[src/rtl/program_loader_if.sv]
// Byte-stream in, instruction-memory write port out.
// The host side drives the stream; the loader side drives the memory bus.
interface program_loader_if;
   logic        Start;
   logic [10:0] LoadWords;
   logic [7:0]  ByteIn;
   logic        ByteValid;
   logic        ByteReady;
   logic        MemWrite;
   logic [31:0] MemAddress;
   logic [31:0] MemWriteData;
   logic        Busy;
   logic        Done;
   logic        Error;

   modport slave (
      input  Start, LoadWords, ByteIn, ByteValid,
      output ByteReady, MemWrite, MemAddress, MemWriteData,
      output Busy, Done, Error
   );

   modport master (
      output Start, LoadWords, ByteIn, ByteValid,
      input  ByteReady, MemWrite, MemAddress, MemWriteData,
      input  Busy, Done, Error
   );
endinterface

[src/rtl/program_loader.sv]
// Assembles little-endian words from a byte stream and writes them
// into instruction memory starting at the text-segment base.
module program_loader #(
   parameter int                MEMORY_DEPTH = 1024,
   parameter int                DATA_WIDTH   = 32,
   parameter logic [DATA_WIDTH-1:0] TEXT_BASE = 32'h00400000
) (
   input  logic clk,
   input  logic reset,
   program_loader_if.slave bus
);

   typedef enum logic [1:0] {
      S_IDLE,
      S_COLLECT,
      S_WRITE,
      S_DONE
   } state_t;

   localparam logic [31:0] L_DEPTH = 32'(MEMORY_DEPTH);

   state_t                r_state, w_state;
   logic [10:0]           r_count, w_count;
   logic [10:0]           r_written, w_written;
   logic [1:0]            r_idx, w_idx;
   logic [DATA_WIDTH-1:0] r_addr, w_addr;
   logic [DATA_WIDTH-1:0] r_data, w_data;
   logic                  r_error, w_error;
   logic                  w_too_big;

   assign w_too_big = ({21'd0, bus.LoadWords} > L_DEPTH);

   always_ff @(posedge clk or negedge reset) begin
      if (!reset) begin
         r_state   <= S_IDLE;
         r_count   <= '0;
         r_written <= '0;
         r_idx     <= '0;
         r_addr    <= TEXT_BASE;
         r_data    <= '0;
         r_error   <= 1'b0;
      end else begin
         r_state   <= w_state;
         r_count   <= w_count;
         r_written <= w_written;
         r_idx     <= w_idx;
         r_addr    <= w_addr;
         r_data    <= w_data;
         r_error   <= w_error;
      end
   end

   always_comb begin
      w_state   = r_state;
      w_count   = r_count;
      w_written = r_written;
      w_idx     = r_idx;
      w_addr    = r_addr;
      w_data    = r_data;
      w_error   = r_error;
      unique case (r_state)
         S_IDLE, S_DONE: begin
            if (bus.Start) begin
               if (w_too_big) begin
                  w_state = S_IDLE;
                  w_error = 1'b1;
               end else if (bus.LoadWords == 11'd0) begin
                  w_state = S_DONE;
                  w_error = 1'b0;
               end else begin
                  w_state   = S_COLLECT;
                  w_count   = bus.LoadWords;
                  w_written = '0;
                  w_idx     = '0;
                  w_addr    = TEXT_BASE;
                  w_error   = 1'b0;
               end
            end
         end
         S_COLLECT: begin
            if (bus.ByteValid) begin
               // first byte of a word lands in the LSB
               w_data[{r_idx, 3'b000} +: 8] = bus.ByteIn;
               w_idx = r_idx + 2'd1;
               if (r_idx == 2'd3) w_state = S_WRITE;
            end
         end
         S_WRITE: begin
            w_written = r_written + 11'd1;
            if (w_written == r_count) begin
               w_state = S_DONE;
            end else begin
               w_state = S_COLLECT;
               w_addr  = r_addr + DATA_WIDTH'(4);
               w_idx   = '0;
            end
         end
         default: w_state = S_IDLE;
      endcase
   end

   assign bus.ByteReady    = (r_state == S_COLLECT);
   assign bus.MemWrite     = (r_state == S_WRITE);
   assign bus.Busy         = (r_state == S_COLLECT) || (r_state == S_WRITE);
   assign bus.Done         = (r_state == S_DONE);
   assign bus.Error        = r_error;
   assign bus.MemAddress   = r_addr;
   assign bus.MemWriteData = r_data;

endmodule
[src/flat_wrapper.sv]
// flat-port wrapper written by rule: the top's interface ports become plain ports
module program_loader_flat 
#(
   parameter int                MEMORY_DEPTH = 1024,
   parameter int                DATA_WIDTH   = 32,
   parameter logic [DATA_WIDTH-1:0] TEXT_BASE = 32'h00400000
)
  (clk, reset, bus_Start, bus_LoadWords, bus_ByteIn, bus_ByteValid, bus_ByteReady, bus_MemWrite, bus_MemAddress, bus_MemWriteData, bus_Busy, bus_Done, bus_Error);
  program_loader_if bus_i ();
  input  logic clk;
  input  logic reset;
  input wire logic [$bits(bus_i.Start)-1:0] bus_Start;
  input wire logic [$bits(bus_i.LoadWords)-1:0] bus_LoadWords;
  input wire logic [$bits(bus_i.ByteIn)-1:0] bus_ByteIn;
  input wire logic [$bits(bus_i.ByteValid)-1:0] bus_ByteValid;
  output wire logic [$bits(bus_i.ByteReady)-1:0] bus_ByteReady;
  output wire logic [$bits(bus_i.MemWrite)-1:0] bus_MemWrite;
  output wire logic [$bits(bus_i.MemAddress)-1:0] bus_MemAddress;
  output wire logic [$bits(bus_i.MemWriteData)-1:0] bus_MemWriteData;
  output wire logic [$bits(bus_i.Busy)-1:0] bus_Busy;
  output wire logic [$bits(bus_i.Done)-1:0] bus_Done;
  output wire logic [$bits(bus_i.Error)-1:0] bus_Error;
  assign bus_i.Start = bus_Start;
  assign bus_i.LoadWords = bus_LoadWords;
  assign bus_i.ByteIn = bus_ByteIn;
  assign bus_i.ByteValid = bus_ByteValid;
  assign bus_ByteReady = bus_i.ByteReady;
  assign bus_MemWrite = bus_i.MemWrite;
  assign bus_MemAddress = bus_i.MemAddress;
  assign bus_MemWriteData = bus_i.MemWriteData;
  assign bus_Busy = bus_i.Busy;
  assign bus_Done = bus_i.Done;
  assign bus_Error = bus_i.Error;
  program_loader #(.MEMORY_DEPTH(MEMORY_DEPTH), .DATA_WIDTH(DATA_WIDTH), .TEXT_BASE(TEXT_BASE)) u_core (.clk(clk), .reset(reset), .bus(bus_i));
endmodule
[config.mk]
export PLATFORM = sky130hd
export DESIGN_NAME = program_loader_flat
export DESIGN_NICKNAME = d
export VERILOG_FILES = /design/src/rtl/program_loader_if.sv /design/src/rtl/program_loader.sv /design/src/flat_wrapper.sv
export SDC_FILE = /design/constraint.sdc
export NUM_CORES = 1
export LEC_CHECK = 0
export BUFFER_PORTS_ARGS = -buffer_cell sky130_fd_sc_hd__buf_2
export CAP_MARGIN = 5
export CELL_PAD_IN_SITES_DETAIL_PLACEMENT = 1
export CELL_PAD_IN_SITES_GLOBAL_PLACEMENT = 1
export CORE_MARGIN = 1.5
export CORE_UTILIZATION = 46
export CTS_CLUSTER_DIAMETER = 120
export DETAILED_ROUTE_END_ITERATION = 8
export PLACE_DENSITY_LB_ADDON = 0.1
export SYNTH_ARGS = -nofsm -noshare
export SYNTH_HDL_FRONTEND = slang
export SYNTH_SLANG_ARGS = --single-unit
export TNS_END_PERCENT = 100
[constraint.sdc]
create_clock -name clk -period 5.14 [get_ports clk]
set_clock_uncertainty 0.1 [all_clocks]
set_input_delay 0.257 -clock clk [delete_from_list [all_inputs] [get_ports clk]]
set_output_delay 0.257 -clock clk [all_outputs]
set_load 0.005 [all_outputs]
Yosys cells after proc, flatten, opt, wreduce, memory -nomap -nowiden:

Index checks and enable logic that the tools add are counted.

* add/subtract/negate cells: 4
* magnitude comparators: 1
* equality and inequality tests: 11
* shift-type cells: 2
* muxes and demuxes: 24
* bitwise operators: 2
* reductions and logical operators: 12

Operators by type and width (number)
* $mux 32: 4
* $pmux 32 s2: 1
* $mux 11: 3
* $add 32x3->32 const B: 1
* $bwmux 32: 1
* $shift 8x7->32 const A: 1
* $shiftx 8x7->32: 1
* $mux 2: 11
* $pmux 11 s2: 1
* $pmux 2 s3: 2
* $add 11x1->11 const B: 1
* $eq 11x11->1: 1
* $gt 11x11->1 const B: 1
* $logic_not 11->1: 1
* $ne 2x2->1 const B: 5
* $reduce_and 5->1: 2
* $reduce_and 4->1: 2
* $neg 5->7: 1
* $eq 2x2->1 const B: 3
* $reduce_and 2->1: 2
* $reduce_and 3->1: 1
* $add 2x1->2 const B: 1
* $eq 2x1->1 const B: 1
* $logic_not 2->1: 1
* 6 further kinds: 7

* register bits after elaboration: 91
* input bits: 23
* output and inout port bits: 69
* word-level logic and storage cells: 63

Logic depth before layout (Yosys ltp):

Gate-level depths: netlist of the first run.

* word-level depth: 5
* mapped depth: 10
* mapped depth without buffers: 8

Least setup slack after synthesis of the first run:

OpenSTA, ideal clock, no wires.

* path kind: reg2reg
* from: register u_core.r_written[0]
* to: register u_core.r_addr[11] (netlist: u_core.bus.MemAddress[11])
* library setup time: 0.128 ns
* arrival: 2.263 ns
* data required time: 4.912 ns
* slack: 2.649 ns
* cell stages (with the launch flop): 11
* path buffers: 2
* period minus slack after synthesis: 2.491 ns
* cells stage by stage: dfrtp_1 ha_1 xor2_1 nor2_1 nand4_1 or3_1 nor4_2 or2_1 buf_4 buf_4 o31ai_1

* longest elaborated chain between the ends: 4

RTL lines
* start: declaration: RTL line program_loader.sv:24 `logic [10:0] r_written, w_written;`
* start signal: assignment: RTL line program_loader.sv:45 `r_written <= w_written;`
* $add 11x1->11: RTL line program_loader.sv:89 `w_written = r_written + 11'd1;`
* $eq 11x11->1: RTL line program_loader.sv:90 `if (w_written == r_count) begin`
* $ne 2x2->1 (no source line)
* $reduce_and 5->1 (no source line)
* end signal: assignment: RTL line program_loader.sv:47 `r_addr <= w_addr;`
* end: declaration: RTL line program_loader.sv:26 `logic [DATA_WIDTH-1:0] r_addr, w_addr;`

Every way passes these cells.
A chain may end at the register's enable or synchronous reset.

Final worst setup path of the first run:

* from: register u_core.r_written[0]
* to: register u_core.r_addr[4] (netlist: u_core.bus.MemAddress[4])

The elaborated chain is that of the path after synthesis.

==> implementation parameters, run 1 <==
Parameter                              Value

Floorplan
  Die height    around 100 um
  Die Area    0.0105 mm2
  Die Span X    103 um
  Starting density of the core    0.472
  Row count    36
  Area of the placeable core    between 0.009 and 0.01 mm2
  I/O pin count    92

Routing
  Routed wire length    12000 um
  Antenna-violating nets left    0
  Drt first-iter violations    153
  Total number of vias    3895
  # DRC    0
  First-pass iteration count of the detailed router    4
  Avg WL per Cell    approximately 18 um
  Vias per inst    ~5.8

Worst hold path
  Launch instance of the worst min-delay path    bus_LoadWords[4]
  Kind of path behind the tightest hold check    in -> reg

Timing
  PnR worst setup slack    1670 ps
  Final slew viol count    0
  Final hold violation count    0
  Tightest Pin Transition    1010 ps
  Max-slew headroom    0.319
  Sum of negative setup slack    0 ps
  Max Clock Freq    288 MHz
  Unrepaired setup endpoints after global routing    no
  Final Hold Slack    between 20 and 30 ps
  Setup-violating endpoint count in the final report    0
  Portion of the clock cycle consumed by the worst path in the final layout    0.675
  Minimum clock period    3470 ps

Synth
  Synth async-reset ratio    1.00
  Share of Yosys cell area claimed by the top area cell type    0.482
  Number of standard cells after synthesis    445
  Average cell area after synthesis    a little over 10 um2
  Synth area leaders    sky130_fd_sc_hd__dfrtp_1, sky130_fd_sc_hd__a22o_1, sky130_fd_sc_hd__o21ai_0, sky130_fd_sc_hd__o31ai_1, sky130_fd_sc_hd__nand2_1
  Count of unique library cells instantiated by Yosys    56
  Total of flip-flops plus latches after synthesis    89
  Most frequent cells after synthesis    sky130_fd_sc_hd__dfrtp_1, sky130_fd_sc_hd__nand2_1, sky130_fd_sc_hd__o21ai_0
  Count of synthesis-stage warnings from yosys    0
  Sequential-to-total area share from yosys stat    0.488
  EDFF count, synth    0
  Leading area contributor after synthesis    sky130_fd_sc_hd__dfrtp_1
  Main flop type after synthesis    sky130_fd_sc_hd__dfrtp_1
  Leading cell type by number of instances after synthesis    sky130_fd_sc_hd__dfrtp_1
  Synthesized area    0.00457 mm2

Clock tree
  Master cell of the clock root buffer    sky130_fd_sc_hd__clkbuf_8
  Number of clock sinks    89
  Largest buffer count on any clock path    2
  Post-cts sizing count    0
  Number of buffers inserted during clock tree synthesis    9
  Latest clock arrival within the worst-skew pair    370 ps
  Post-CTS setup-driven buffer insertion count    0
  Clock tree from TritonCTS    yes
  CTS clock-pin slew for the worst setup and hold paths    100 ps
  # hold bufs at CTS    1
  Number of H-tree branching levels    3

Status
  Run status    finished clean

Global route
  Overall track demand over capacity in global routing    0.243
  Pin count of the biggest net entering global routing    54
  Vias in the first global route    just under 4000
  Initial antenna violation count    0
  Final global-route overflow total    0
  Wire length of the first global-routing pass    19900 um

Worst setup path
  Type of element capturing the critical path    register
  Critical path data arrival time    3580 ps
  Data required, critical path    5250 ps
  Category of the worst setup path launch point    register
  Critical Path Fanout Max    23
  Category of the critical setup timing path    reg -> reg
  Worst R2R Start    u_core.r_written[0]
  Crit path launch    u_core.r_written[0]

Placement
  Dpl ws    1660 ps
  Number of placed instances with taps included    656
  # port buffers    slightly below 90
  Detailed placement HPWL    8510 um
  Final weighted congestion in routability-driven placement    0.729
  Area of placed instances    roughly 0.0051 mm2

Power
  Worst IR drop on VDD    0.000260 V
  Pwr dens    around 400 mW/mm2
  Leakage power summed over all cells    2.48 nW
  Design Power    2.16 mW

Job
  Number of maximum-capacitance violations    0

Finish
  Layout Cells excl Fill    slightly below 700
  Fillers    1088
  Fraction of layout cells with a size suffix above 1    0.250
  Fraction of the core area covered by cells at the end of the flow    0.551
  Area delta synth->final    16.8%
  N_diodes    0
  Nets    570
  Final cell area excluding filler cells    around 0.0053 mm2
-- where the power goes --
group	leakage [nW]	switching [mW]	internal, mW	total (mW)
clock network	0.0839	0.278	0.182	0.460
registers	1.20	0.111	0.823	0.934
logic	1.20	0.433	0.332	0.765
total	2.48	0.822	1.34	2.16
-- area by class of cell --
cell class | count | area (um2) | share of cell area
Multi-Input combinational cell | 331 | 2220 | 0.416
Tap cell | 133 | 166 | 0.0312
Inverter | 7 | 26.3 | 0.00492
Sequential cell | 89 | 2230 | 0.417
Clock inverter | 6 | 50.0 | 0.00937
Timing Repair Buffer | 98 | 522 | 0.0977
Clock buffer | 10 | 128 | 0.0239
-- flip-flops by register name (all words and copies together) (netlist names) --
signal,count
u_core.bus.Error,1
u_core.bus.MemAddress,30
u_core.bus.MemWriteData,32
u_core.r_count,11
u_core.r_idx,2
u_core.r_state,2
u_core.r_written,11
-- layout by cell type (no fill, tap or decap), types with 8 or more instances in the layout --
cell type                  instances
sky130_fd_sc_hd__a22o_1           32
sky130_fd_sc_hd__o21ai_1           8
sky130_fd_sc_hd__mux2_2           11
sky130_fd_sc_hd__buf_2            88
sky130_fd_sc_hd__nand2_1          42
sky130_fd_sc_hd__o31ai_1          23
sky130_fd_sc_hd__buf_4             8
sky130_fd_sc_hd__ha_1             11
sky130_fd_sc_hd__dfrtp_1          88
sky130_fd_sc_hd__clkbuf_8          9
sky130_fd_sc_hd__nand4_1          10
sky130_fd_sc_hd__and2_1           22
sky130_fd_sc_hd__nor2_1           11
sky130_fd_sc_hd__nor2b_1           9
sky130_fd_sc_hd__o21ai_0          38
sky130_fd_sc_hd__nand3_1          24
-- worst max-delay path, cell delays in order (launching register included) --
cell and delay, ps:
sky130_fd_sc_hd__dfrtp_1 460, sky130_fd_sc_hd__ha_1 300, sky130_fd_sc_hd__nand3_1 210, sky130_fd_sc_hd__o21ai_0 210, sky130_fd_sc_hd__nand4_1 120, sky130_fd_sc_hd__or3_1 340, sky130_fd_sc_hd__nor4_2 580, sky130_fd_sc_hd__or2_1 820
sky130_fd_sc_hd__o21ai_1 180
-- path summary, 6_finish.rpt --
check	to	slack, ps	depth (start not counted)
max	u_core.bus.MemAddress[4]	1670	8
min	u_core.r_count[4]	30	2
max reg2reg	u_core.bus.MemAddress[4]	1670	8
min reg2reg	u_core.bus.Error	400	2
max in group asynchronous	u_core.r_written[3]	3580	3
min in group asynchronous	u_core.bus.MemWriteData[27]	280	2
-- cell families (layout without fill, tap and decap cells) --
| kind of cell | Yosys count | after routing | synth area share |
|---|---|---|---|
| simple gates | 168 | 168 | 0.206 |
| compound gates | 127 | 127 | 0.196 |
| flops | 89 | 89 | 0.488 |
| buf+inv | 26 | 121 | 0.0290 |
| xor+xnor | 12 | 12 | 0.0230 |
| fa+ha+maj | 11 | 11 | 0.0301 |
| mux | 11 | 11 | 0.0271 |
| other cells | 1 | 2 | 0.000820 |
-- routing by layer --
| metal | wire, um | GRT usage |
|---|---|---|
| met1 | 5330 | 0.314 |
| met2 | 6080 | 0.412 |
| met3 | 455 | 0.0481 |
| met4 | 162 | 0.0801 |
| met5 | 0 | 0 |
(Power assumes the default switching activity.)
==> run 2: changes to the inputs <==
Settings changed: ABC_AREA set to 1, CORE_UTILIZATION 46 to 41.
Clock period 5.14 ns to 3.2 ns, I/O delays scaled along.
==> implementation parameters, run 2 <==
Parameter                              Value

Status
  Run status    finished clean

Worst setup path
  Reg-to-reg endpoint    u_core.bus.MemAddress[31]
  Critical path data arrival time    2840 ps
  Data required, critical path    3370 ps
  Worst reg-to-reg path cell count    13
  Type of element capturing the critical path    register
  Category of the worst setup path launch point    register
  Critical Path Fanout Max    60
  Worst R2R Start    u_core.r_written[0]
  Category of the critical setup timing path    reg -> reg
  Reg-to-reg setup timing slack    530 ps

Finish
  Most common library cell in the layout ignoring fill and taps    sky130_fd_sc_hd__nand2_1
  Commonest cells after routing, fill and taps aside    sky130_fd_sc_hd__nand2_1, sky130_fd_sc_hd__buf_2, sky130_fd_sc_hd__dfrtp_1
  Area delta synth->final    20.2%
  Nets    818
  Fraction of the core area covered by cells at the end of the flow    0.509
  Fraction of layout cells with a size suffix above 1    0.184
  N_diodes    0
  Fillers    about 1500
  Final cell area excluding filler cells    0.00614 mm2
  Flip-flop count of the largest register after layout    32

Clock tree
  CTS clock-pin slew for the worst setup and hold paths    70 ps
  Number of buffers inserted during clock tree synthesis    9
  Largest buffer count on any clock path    2
  Latest clock arrival within the worst-skew pair    360 ps
  Clock tree from TritonCTS    yes
  Master cell of the clock root buffer    sky130_fd_sc_hd__clkbuf_16
  Number of clock sinks    89
  Number of H-tree branching levels    3

Synth
  Share of Yosys cell area claimed by the top area cell type    0.431
  Sequential-to-total area share from yosys stat    0.436
  Leading cell type by number of instances after synthesis    sky130_fd_sc_hd__nand2_1
  Most frequent cells after synthesis    sky130_fd_sc_hd__nand2_1, sky130_fd_sc_hd__dfrtp_1, sky130_fd_sc_hd__inv_1
  Count of unique library cells instantiated by Yosys    39
  Count of synthesis-stage warnings from yosys    0
  Average cell area after synthesis    7.49 um2
  Total of flip-flops plus latches after synthesis    89
  Post-synthesis simple-gate area fraction    0.320
  Synthesized area    0.00511 mm2
  EDFF count, synth    0
  Main combinational cell family by area after synthesis    simple AND/OR/NAND/NOR gates
  Synth area leaders    sky130_fd_sc_hd__dfrtp_1, sky130_fd_sc_hd__nand2_1, sky130_fd_sc_hd__o21ai_0, sky130_fd_sc_hd__inv_1, sky130_fd_sc_hd__nand3_1
  Main flop type after synthesis    sky130_fd_sc_hd__dfrtp_1
  Fraction of the mapped netlist area in compound gates    0.115
  Leading area contributor after synthesis    sky130_fd_sc_hd__dfrtp_1
  Synth async-reset ratio    1.00
  Fraction of the mapped netlist area in adder cells    0.0269
  Number of standard cells after synthesis    682
  Portion of netlist area occupied by mux cells    0.00220
  Post-synthesis xor/xnor area fraction    0.0189

Timing
  Portion of the clock cycle consumed by the worst path in the final layout    0.834
  Final hold violation count    0
  Sum of negative setup slack    0 ps
  Final Hold Slack    about 5.2 ps
  Tightest Pin Transition    860 ps
  Minimum clock period    about 2700 ps
  Unrepaired setup endpoints after global routing    no
  Setup-violating endpoint count in the final report    0
  Max Clock Freq    375 MHz
  Final slew viol count    0
  Max-slew headroom    0.427

Global route
  Vias in the first global route    5146
  Overall track demand over capacity in global routing    0.245
  Layer with the highest usage after global routing    met2
  Initial antenna violation count    0
  Wire length of the first global-routing pass    25300 um
  Final global-route overflow total    0
  Met3 track demand over resource    0.0307
  Pin count of the biggest net entering global routing    67
  Global-route track usage on met1    0.318
  Global routing met2 resource utilization    0.422

Placement
  Final weighted congestion in routability-driven placement    about 0.86
  Detailed placement HPWL    about 11000 um
  Area of placed instances    0.00569 mm2
  # port buffers    89

Routing
  Drt first-iter violations    182
  Avg WL per Cell    around 16 um
  Vias per inst    between 5 and 6
  # DRC    0
  Total number of vias    approximately 5000
  Routed wire length    roughly 15000 um
  First-pass iteration count of the detailed router    4
  Antenna-violating nets left    0

Power
  Internal power    2.46 mW
  Pwr dens    675 mW/mm2
  Part of the total power dissipated in the clock network    0.270
  Fraction of power consumed by combinational cells    0.358
  Worst IR drop on VDD    0.000435 V
  Leakage power summed over all cells    3.02 nW
  Proportion of total power due to net switching    0.405
  Sequential power share    0.372
  Net switching power figure    about 1.7 mW

Worst hold path
  Endpoint of the worst hold-timing path    u_core.bus.Error
  Hold-critical path depth    3
  Kind of path behind the tightest hold check    in -> reg
  Launch instance of the worst min-delay path    bus_Start

Floorplan
  Starting density of the core    0.423
  Area of the placeable core    0.0121 mm2
  I/O pin count    92
  Die Span X    115 um
  Die height    around 110 um
  Die Area    around 0.013 mm2
  Row count    40

Job
  Number of maximum-capacitance violations    0
-- run 2: cell count changes in the layout (fill, tap and decap cells not counted), moves of 20 or more --
cell,before,now
sky130_fd_sc_hd__nand3_1,24,53
sky130_fd_sc_hd__and2_1,22,0
sky130_fd_sc_hd__o21ai_0,38,58
sky130_fd_sc_hd__nor2_1,11,59
sky130_fd_sc_hd__inv_1,7,72
sky130_fd_sc_hd__nand2_1,42,187
sky130_fd_sc_hd__a22o_1,32,0
-- run 2: worst max-delay path by stage --
stage / slack, ps / startpoint / to
3_3_place_gp: 780 / u_core.r_state[0] / u_core.bus.MemAddress[10]
5_1_grt: 220 / u_core.r_written[0] / u_core.bus.MemAddress[19]
4_1_cts: 530 / u_core.r_written[0] / u_core.bus.MemAddress[19]
2_1_floorplan: 920 / u_core.r_idx[0] / u_core.bus.MemWriteData[20]
3_5_place_dp: 560 / u_core.r_written[0] / u_core.bus.MemAddress[31]
6_report: 530 / u_core.r_written[0] / u_core.bus.MemAddress[31]
-- run 2: what timing repair did --
item,CTS,global route
setup endpoints to repair,0,0
buffers inserted,0,0
resized for setup,0,0
hold buffers,14,0
hold endpoints to repair,76,0
-- run 2: cell families after synthesis --
group                    count (synthesis)
AND/OR/NAND/NOR                        369
AO/OA/AOI/OAI                          106
buffers and inverters                   94
flip-flops                              89
adder cells (fa/ha/maj)                 11
XOR/XNOR                                11
other                                    1
multiplexers                             1
-- run 2: area by class of cell --
cell class	instances	area (um2)	share of cell area
Multi-Input combinational cell	500	2480	0.403
Sequential cell	89	2230	0.363
Timing Repair Buffer	109	633	0.103
Inverter	75	282	0.0459
Clock buffer	12	256	0.0418
Tap cell	168	210	0.0343
Clock inverter	4	51.3	0.00836
-- run 2: power by group through the flow --
stage                     Combinational [mW]  Sequential [mW]  Clock (mW)
final                                   1.48             1.54        1.12
after global routing                    1.68             1.58        1.18
after CTS                               1.50             1.54        1.13
after detailed placement                1.47             1.56           0
after global placement                  1.42             1.55           0
after floorplan                         1.06             1.52           0
-- run 2: stage by stage --
stage	total power, mW	setup WS, ps	instances
6_report	4.14	533	957
5_1_grt	4.43	222	957
3_5_place_dp	3.04	561	927
4_1_cts	4.18	531	957
2_1_floorplan	2.58	923	683
3_3_place_gp	2.96	783	927
-- run 2: worst max-delay path, stage by stage (launching register included) --
cell                      delay, ps
sky130_fd_sc_hd__dfrtp_1        450
sky130_fd_sc_hd__ha_1           280
sky130_fd_sc_hd__nand2_1        140
sky130_fd_sc_hd__inv_1          150
sky130_fd_sc_hd__nand3_1        120
sky130_fd_sc_hd__nand2_1        120
sky130_fd_sc_hd__nand3_1         80
sky130_fd_sc_hd__nand2_1        100
sky130_fd_sc_hd__nand3_1        120
sky130_fd_sc_hd__nor2_2         110
sky130_fd_sc_hd__nand2_2         90
sky130_fd_sc_hd__nand2_4        460
sky130_fd_sc_hd__nand2_1        120
sky130_fd_sc_hd__o21ai_1        130
-- run 2: routing by layer --
layer	vias up	routed length, um
li1	2444	-
met1	2470	7160
met2	88	7590
met3	19	397
met4	0	263
met5	-	0
